--- src/rtl/m3_pkg.sv ---
// Shared constants for the milestone-3 decoder path: zig-zag scan tables and
// the power-of-two dequantization shifts for Q0/Q1, indexed by diagonal row+col.
package m3_pkg;

  localparam int BLOCK_SIZE = 64;
  localparam logic [5:0] LAST_INDEX = 6'(BLOCK_SIZE - 1);

  localparam logic [2:0] ZIGZAG_ROW [64] = '{
    3'd0, 3'd0, 3'd1, 3'd2, 3'd1, 3'd0, 3'd0, 3'd1,
    3'd2, 3'd3, 3'd4, 3'd3, 3'd2, 3'd1, 3'd0, 3'd0,
    3'd1, 3'd2, 3'd3, 3'd4, 3'd5, 3'd6, 3'd5, 3'd4,
    3'd3, 3'd2, 3'd1, 3'd0, 3'd0, 3'd1, 3'd2, 3'd3,
    3'd4, 3'd5, 3'd6, 3'd7, 3'd7, 3'd6, 3'd5, 3'd4,
    3'd3, 3'd2, 3'd1, 3'd2, 3'd3, 3'd4, 3'd5, 3'd6,
    3'd7, 3'd7, 3'd6, 3'd5, 3'd4, 3'd3, 3'd4, 3'd5,
    3'd6, 3'd7, 3'd7, 3'd6, 3'd5, 3'd6, 3'd7, 3'd7
  };

  localparam logic [2:0] ZIGZAG_COL [64] = '{
    3'd0, 3'd1, 3'd0, 3'd0, 3'd1, 3'd2, 3'd3, 3'd2,
    3'd1, 3'd0, 3'd0, 3'd1, 3'd2, 3'd3, 3'd4, 3'd5,
    3'd4, 3'd3, 3'd2, 3'd1, 3'd0, 3'd0, 3'd1, 3'd2,
    3'd3, 3'd4, 3'd5, 3'd6, 3'd7, 3'd6, 3'd5, 3'd4,
    3'd3, 3'd2, 3'd1, 3'd0, 3'd1, 3'd2, 3'd3, 3'd4,
    3'd5, 3'd6, 3'd7, 3'd7, 3'd6, 3'd5, 3'd4, 3'd3,
    3'd2, 3'd3, 3'd4, 3'd5, 3'd6, 3'd7, 3'd7, 3'd6,
    3'd5, 3'd4, 3'd5, 3'd6, 3'd7, 3'd7, 3'd6, 3'd7
  };

  localparam logic [2:0] SHIFT_Q0 [15] = '{
    3'd3, 3'd2, 3'd3, 3'd4, 3'd5, 3'd5, 3'd6, 3'd6,
    3'd6, 3'd6, 3'd6, 3'd6, 3'd6, 3'd6, 3'd6
  };

  localparam logic [2:0] SHIFT_Q1 [15] = '{
    3'd3, 3'd1, 3'd1, 3'd1, 3'd2, 3'd2, 3'd3, 3'd3,
    3'd4, 3'd4, 3'd4, 3'd4, 3'd4, 3'd4, 3'd4
  };

  typedef struct packed {
    logic [2:0] row;
    logic [2:0] col;
    logic [2:0] shift;
  } zz_entry_t;

endpackage

--- src/rtl/m3_dequant_writer_if.sv ---
// Coefficient input and DP-RAM write bus of the dequant writer.
// enable is a valid with no ready: every enabled cycle is consumed, no backpressure.
interface m3_dequant_writer_if;
  logic        restart;
  logic        enable;
  logic        quantization_matrix;
  logic [8:0]  input_bits;
  logic [15:0] result;
  logic        wren_a;
  logic [7:0]  address_a;
  logic        block_done;
  logic        bank;

  modport master (
    output restart, enable, quantization_matrix, input_bits,
    input  result, wren_a, address_a, block_done, bank
  );

  modport slave (
    input  restart, enable, quantization_matrix, input_bits,
    output result, wren_a, address_a, block_done, bank
  );
endinterface

--- src/rtl/zigzag_lut.sv ---
// Combinational map from scan position and matrix select to row, col and shift.
module zigzag_lut
  import m3_pkg::*;
(
  input  logic [5:0] zz_index_i,
  input  logic       qmatrix_i,
  output zz_entry_t  entry_o
);

  logic [2:0] row;
  logic [2:0] col;
  logic [3:0] diag;

  always_comb begin
    row  = ZIGZAG_ROW[zz_index_i];
    col  = ZIGZAG_COL[zz_index_i];
    diag = {1'b0, row} + {1'b0, col};
    entry_o.row   = row;
    entry_o.col   = col;
    entry_o.shift = qmatrix_i ? SHIFT_Q1[diag] : SHIFT_Q0[diag];
  end

endmodule

--- src/rtl/m3_dequant_writer.sv ---
// Dequantizes zig-zag ordered coefficients and writes them row-major into one
// of two ping-pong 64-word banks of the coefficient DP RAM.
module m3_dequant_writer
  import m3_pkg::*;
#(
  parameter logic [7:0] BANK_BASE = 8'd0
) (
  input logic               CLOCK_50_I,
  input logic               resetn,
  m3_dequant_writer_if.slave io
);

  logic [5:0]  zz_q, zz_d;
  logic        bank_q, bank_d;
  logic [15:0] result_q, result_d;
  logic        wren_q, wren_d;
  logic [7:0]  addr_q, addr_d;
  logic        done_q, done_d;

  zz_entry_t   entry;
  logic [15:0] coef_ext;

  zigzag_lut u_lut (
    .zz_index_i (zz_q),
    .qmatrix_i  (io.quantization_matrix),
    .entry_o    (entry)
  );

  assign coef_ext = {{7{io.input_bits[8]}}, io.input_bits};

  // result/address hold when idle; only the strobes fall back to zero
  always_comb begin
    zz_d     = zz_q;
    bank_d   = bank_q;
    result_d = result_q;
    addr_d   = addr_q;
    wren_d   = 1'b0;
    done_d   = 1'b0;
    if (io.restart) begin
      zz_d   = 6'd0;
      bank_d = 1'b0;
    end else if (io.enable) begin
      wren_d   = 1'b1;
      result_d = coef_ext << entry.shift;
      addr_d   = BANK_BASE + {1'b0, bank_q, entry.row, entry.col};
      zz_d     = zz_q + 6'd1;
      if (zz_q == LAST_INDEX) begin
        bank_d = ~bank_q;
        done_d = 1'b1;
      end
    end
  end

  always_ff @(posedge CLOCK_50_I or negedge resetn) begin
    if (!resetn) begin
      zz_q     <= 6'd0;
      bank_q   <= 1'b0;
      result_q <= 16'd0;
      wren_q   <= 1'b0;
      addr_q   <= BANK_BASE;
      done_q   <= 1'b0;
    end else begin
      zz_q     <= zz_d;
      bank_q   <= bank_d;
      result_q <= result_d;
      wren_q   <= wren_d;
      addr_q   <= addr_d;
      done_q   <= done_d;
    end
  end

  assign io.result     = result_q;
  assign io.wren_a     = wren_q;
  assign io.address_a  = addr_q;
  assign io.block_done = done_q;
  assign io.bank       = bank_q;

endmodule

--- src/flat_wrapper.sv ---
// flat-port wrapper written by rule: the top's interface ports become plain ports
module m3_dequant_writer_flat import m3_pkg::*;
#(
  parameter logic [7:0] BANK_BASE = 8'd0
)
  (CLOCK_50_I, resetn, io_restart, io_enable, io_quantization_matrix, io_input_bits, io_result, io_wren_a, io_address_a, io_block_done, io_bank);
  m3_dequant_writer_if io_i ();
  input logic CLOCK_50_I;
  input logic resetn;
  input wire logic [$bits(io_i.restart)-1:0] io_restart;
  input wire logic [$bits(io_i.enable)-1:0] io_enable;
  input wire logic [$bits(io_i.quantization_matrix)-1:0] io_quantization_matrix;
  input wire logic [$bits(io_i.input_bits)-1:0] io_input_bits;
  output wire logic [$bits(io_i.result)-1:0] io_result;
  output wire logic [$bits(io_i.wren_a)-1:0] io_wren_a;
  output wire logic [$bits(io_i.address_a)-1:0] io_address_a;
  output wire logic [$bits(io_i.block_done)-1:0] io_block_done;
  output wire logic [$bits(io_i.bank)-1:0] io_bank;
  assign io_i.restart = io_restart;
  assign io_i.enable = io_enable;
  assign io_i.quantization_matrix = io_quantization_matrix;
  assign io_i.input_bits = io_input_bits;
  assign io_result = io_i.result;
  assign io_wren_a = io_i.wren_a;
  assign io_address_a = io_i.address_a;
  assign io_block_done = io_i.block_done;
  assign io_bank = io_i.bank;
  m3_dequant_writer #(.BANK_BASE(BANK_BASE)) u_core (.CLOCK_50_I(CLOCK_50_I), .resetn(resetn), .io(io_i));
endmodule
--- config.mk ---
export PLATFORM = sky130hd
export DESIGN_NAME = m3_dequant_writer_flat
export DESIGN_NICKNAME = d
export VERILOG_FILES = /design/src/rtl/m3_pkg.sv /design/src/rtl/m3_dequant_writer_if.sv /design/src/rtl/zigzag_lut.sv /design/src/rtl/m3_dequant_writer.sv /design/src/flat_wrapper.sv
export SDC_FILE = /design/constraint.sdc
export NUM_CORES = 1
export LEC_CHECK = 0
export ABC_AREA = 0
export CAP_MARGIN = 40
export CORE_MARGIN = 5
export CORE_UTILIZATION = 40
export DETAILED_ROUTE_END_ITERATION = 16
export SETUP_SLACK_MARGIN = 0.5
export SLEW_MARGIN = 20
export SYNTH_ARGS = -nofsm -noshare
export SYNTH_HDL_FRONTEND = slang
export SYNTH_SLANG_ARGS = --single-unit
--- constraint.sdc ---
create_clock -name CLOCK_50_I -period 7.8 [get_ports CLOCK_50_I]
set_input_delay 1.56 -clock CLOCK_50_I [delete_from_list [all_inputs] [get_ports CLOCK_50_I]]
set_output_delay 1.56 -clock CLOCK_50_I [all_outputs]
set_load 0.05 [all_outputs]
# Yosys cells after proc, flatten, opt, wreduce, memory -nomap -nowiden
# Memories as Yosys holds them, arrays and structs flattened.
# Cells that the tools add are included.
[totals]
regBits = 32
latchBits = 0
mem_bits_rw = 0
romBits = 480
inputBits = 14
output_inout_bits = 27
elab_cells = 43
mem_count = 4
[memory_table]
columns = ["memory", "words", "word_bits", "read_ports", "rd_clocked_by_memory_dff", "wr", "line_no", "rtl"]
rows = [
  ["(no name shown)", 64, 3, 1, 0, 0, "zigzag_lut.sv:16", "col = ZIGZAG_COL[zz_index_i];"],
  ["(no name shown)", 64, 3, 1, 0, 0, "zigzag_lut.sv:15", "row = ZIGZAG_ROW[zz_index_i];"],
  ["(no name shown)", 16, 3, 1, 0, 0, "zigzag_lut.sv:20", "entry_o.shift = qmatrix_i ? SHIFT_Q1[diag] : SHIFT_Q0[diag];"],
  ["(no name shown)", 16, 3, 1, 0, 0, "zigzag_lut.sv:20", ""],
]
[classes]
addsub = 2
mul = 0
div = 0
magnitude_cmp = 2
eq_ne = 1
n_shift = 1
mux = 19
n_bitwise = 4
n_reduce_logical = 4
[op_table]
columns = ["cell", "n"]
rows = [
  ["two-way mux 3 bit", 9],
  ["left shift 16 x 3 -> 16 bit", 1],
  ["two-way mux 6 bit", 2],
  ["two-way mux 1 bit", 8],
  [">= comparator 7 bit, second input constant", 1],
  ["inverter 6 -> 7 bit", 1],
  ["adder 6 x 1 -> 6 bit, second input constant", 1],
  ["equality test 6 bit, second input constant", 1],
  [">= comparator 5 bit, second input constant", 1],
  ["inverter 4 -> 5 bit", 1],
  ["adder 3 x 3 -> 4 bit", 1],
  ["AND reduction 2 bit", 2],
  ["nonzero test 2 bit", 2],
  ["inverter 1 bit", 2],
]

# Logic depth before layout (Yosys ltp)
[depth]
depth_word = 11
mapped_depth = 18
mapped_depth_nobuf = 16

# Hierarchy
# Synthesis repeated with hierarchy kept, for this count alone.
[unflattened]
cells_unflattened = 302
hier_area_um2 = 2713.9
[modules_own_cells]
columns = ["mod", "instances", "cells_per_inst", "area_per_inst_um2", "seq_area_each_um2"]
rows = [
  ["m3_dequant_writer", 1, 167, 1697.9, 800.8],
  ["zigzag_lut", 1, 135, 1016.0, 0.0],
]

# Least setup slack after synthesis
# Ideal clock, no wire load.
[synth_path]
path_type = "reg-to-reg"
start = "register u_core.zz_q[0]"
end = "register u_core.result_q[7] (netlist: u_core.io.result[7])"
setup_ns = 0.126
arrival_time_ns = 4.514
t_required_ns = 7.674
setup_slack_ns = 3.160
stages_incl_launch_ff = 16
n_path_buf = 2
period_less_slack_ns = 4.640
path_cell_list = "dfrtp_1 > clkbuf_1 > inv_1 > ha_1 > mux4_2 > o21a_1 > o21ai_0 > ha_1 > inv_1 > fa_1 > xnor2_2 > a21oi_2 > nor4_4 > buf_6 > mux4_2 > a221o_1"
[synth_lines]
columns = ["item", "line_no", "rtl"]
rows = [
  ["start, declared", "m3_dequant_writer.sv:13", "logic [5:0] zz_q, zz_d;"],
  ["start signal, assigned", "m3_dequant_writer.sv:63", "zz_q <= zz_d;"],
  ["end signal, assigned", "m3_dequant_writer.sv:65", "result_q <= result_d;"],
  ["end, declared", "m3_dequant_writer.sv:15", "logic [15:0] result_q, result_d;"],
]

==> out/results.txt <==
Cells resized by post-CTS repair = 0
Distinct cells, synth = 55
Largest net degree at the start of global routing = 43
Initial DRC count = 83
Clock power frac = 28.4%
Worst Skew = 11.2 ps
Slew @ Worst Pin = 821 ps
Mapped Area = 2590 µm²
FMAX = 187 MHz
CTS sink count = 32
NetSw = 0.207 mW
HPWL Detailed = 4.48 mm
Worst Path Required = 7970 ps
Max-cap violations = 0
FILL cells = 612
RR Startpoint = u_core.zz_q[0]
Die Span X = 90.5 µm
CTS Root Buffer Type = clkbuf_8
H-tree depth = 2
Mean Syn Cell Area = 9.26 µm²
R2R Setup Slk = 2460 ps
Critical path endpoint category = flip-flop
Wirelength per Cell = 15.7 µm
CTS tree = yes
DRC viols = 0
Gr ovfl total = 0
Fin Setup TNS = 0 ps
# diodes = 0
Status = completed
Comb power frac = 37.2%
CP max stage cell = nor4_4
Gp weighted congestion = 0.805
Int Power = 0.361 mW
Min Clock Period, post-route = 5340 ps
Clock buffer depth = 2
Final setup vio count = 0
Synth Register Bits = 32
Overall routing resource usage = 15.1%
Rows = 29
Skew-Pair Late Insertion Delay = 290 ps
Number of synthesized flops with an enable pin = 0
Util after Layout = 49.6%
Worst VDD drop = 0.000151 V
Crit-path cells = inv_1 -> ha_1 -> mux4_2 -> o21a_1 -> o21ai_0 -> ha_1 -> inv_1 -> fa_1 -> xnor2_2 -> a21oi_2 -> nor4_4 -> mux4_2 -> and3_1 -> a221o_1
Die Ht = 90.5 µm
Port buffer count = 39
Worst EP arrival = 5510 ps
Die Outline Area = 8190 µm²
Total placed instance area = 3010 µm²
Syn-to-layout area delta = 20.8%
Hold Fails Final Rpt = 0
Max-slew violations = 0
Pwr dens = 181 nW/µm²
Placed Cells = 378
Area of the core = 6310 µm²
Total CTS buffers = 5
DRT Pass-1 Iters = 4
Hold buffers post-CTS = 0
Post-route insts no fill = 387
Crit Path Category = reg2reg
Startpoint types = flip-flop
Register area share after synthesis = 30.9%
CP Max Fanout = 13
Leakage power = 1.34 nW
Via density = 5.50
Vias in the first global route = 2076
Sw frac = 36.5%
Synth warn = 0
Period utilization = 68.5%
Final nets = 342
Io pins = 41
Vias = 2130
Synth area leaders = dfrtp_1 31%, ha_1 8.7%, mux4_2 7.8%
Hold Path Depth = 2
Hold EP = u_core.io.address_a[6]
RSZ-0062 raised after global routing = false
Syn_nets = 313
ANT nets after route = 0
Synth Instances = 280
Clock transition at path regs = 70 ps
Yosys top cell by area = dfrtp_1
Post-synth top cells = 32 x dfrtp_1, 31 x nand2_1, 24 x nor2_1, 18 x a21oi_1, 18 x ha_1
Antenna violations before repair = 0
Ratio of cells with drive above 1 in the final layout = 11.9%
Routed Wire Length = 6.09 mm
FFs w/ async S/R, synth = 100%
CP max stage delay = 710 ps
Critical R2R Capture = u_core.io.result[7]
Reg2reg path depth = 14
Starting Density = 41.1%
Seq pwr share = 34.4%
Share of the synthesized area in the top cell type = 30.9%
Path type of the worst min-delay path = reg2reg
Setup Buffers After CTS = 0
First-pass GRT wire length = 10.4 mm
Slew headroom = 44.9%
Hold Startpoint = u_core.io.address_a[6]
Count leader, synth = dfrtp_1
Fin area = 3130 µm²
Main flop type after synthesis = dfrtp_1
-- sequential cells by signal (all words and copies together), names as in the netlist --
register,cells
u_core.io.bank,1
u_core.io.block_done,1
u_core.io.wren_a,1
u_core.io.address_a,7
u_core.zz_q,6
u_core.io.result,16
-- final cells by class --
class / instances / area [µm²] / share of cell area, %
multi-input cells: 209 / 1630 / 52.0
flip-flops and latches: 32 / 801 / 25.6
repair buffers: 44 / 433 / 13.8
well taps: 77 / 96.3 / 3.08
clock buffers: 5 / 68.8 / 2.20
inverters: 17 / 63.8 / 2.04
clock inverters: 3 / 42.5 / 1.36
-- how the worst max path moves through the flow --
stage | from | end | slack (ps) | cells after the start
after detailed placement | u_core.zz_q[0] | u_core.io.result[7] | 2460 | 14
after global routing | u_core.zz_q[0] | u_core.io.result[7] | 2010 | 14
after CTS | u_core.zz_q[0] | u_core.io.result[7] | 2450 | 14
after global placement | u_core.zz_q[0] | u_core.io.result[7] | 2490 | 14
after floorplan | u_core.zz_q[0] | u_core.io.result[7] | 3160 | 15
final | u_core.zz_q[0] | u_core.io.result[7] | 2460 | 14
-- cell usage in the layout (no fill, tap or decap), types with 4 or more instances in the layout --
cell             count
clkdlybuf4s50_1     39
dfrtp_1             32
nand2_1             31
nor2_1              24
a21oi_1             18
ha_1                18
inv_1               17
o21ai_0             16
mux4_2               9
nand2b_1             8
mux2i_1              7
nand3_1              6
mux2_2               6
clkbuf_8             5
o211ai_1             4
a211oi_1             4
o31ai_1              4
xor2_1               4
-- metal layers --
layer / track usage (%) / part of all wire [%] / vias up
met5: 0 / 0 / -
met4: 4.22 / 1.4 / 0
met3: 2.58 / 5.3 / 8
met2: 22.5 / 44 / 57
met1: 22.2 / 49 / 1005
li1: - / - / 1060
-- worst max-delay path: cells and delay by family (launching register included) --
family	cells	cell delay, ps
AO/OA/AOI/OAI	4	730
multiplexers	2	1100
XOR/XNOR	1	430
flip-flops	1	630
adder cells (fa/ha/maj)	3	1120
buffers and inverters	2	320
AND/OR/NAND/NOR	2	900
-- power groups by stage --
stage	Sequential [mW]	Combinational [mW]	Clock (mW)
2_1_floorplan	0.254	0.0917	0
3_3_place_gp	0.200	0.210	0
3_5_place_dp	0.200	0.211	0
4_1_cts	0.196	0.212	0.166
5_1_grt	0.198	0.227	0.173
6_report	0.196	0.211	0.161
-- kinds of logic after synthesis --
family,after synthesis,synth area share [%]
simple gates,83,15.0
compound gates,76,21.4
buf+inv,39,6.37
flops,32,30.9
mux,23,14.1
fa+ha+maj,19,9.46
xor+xnor,7,2.65
other cells,1,0.145
-- through the flow --
step / total power, mW / setup WS (ps) / hold slack [ps]
after floorplan: 0.346 / 3160 / 630
final: 0.568 / 2460 / 477
after global placement: 0.410 / 2490 / 458
after detailed placement: 0.411 / 2460 / 466
after CTS: 0.574 / 2450 / 483
after global routing: 0.598 / 2010 / 513
Power figures use the tool's default switching activity.
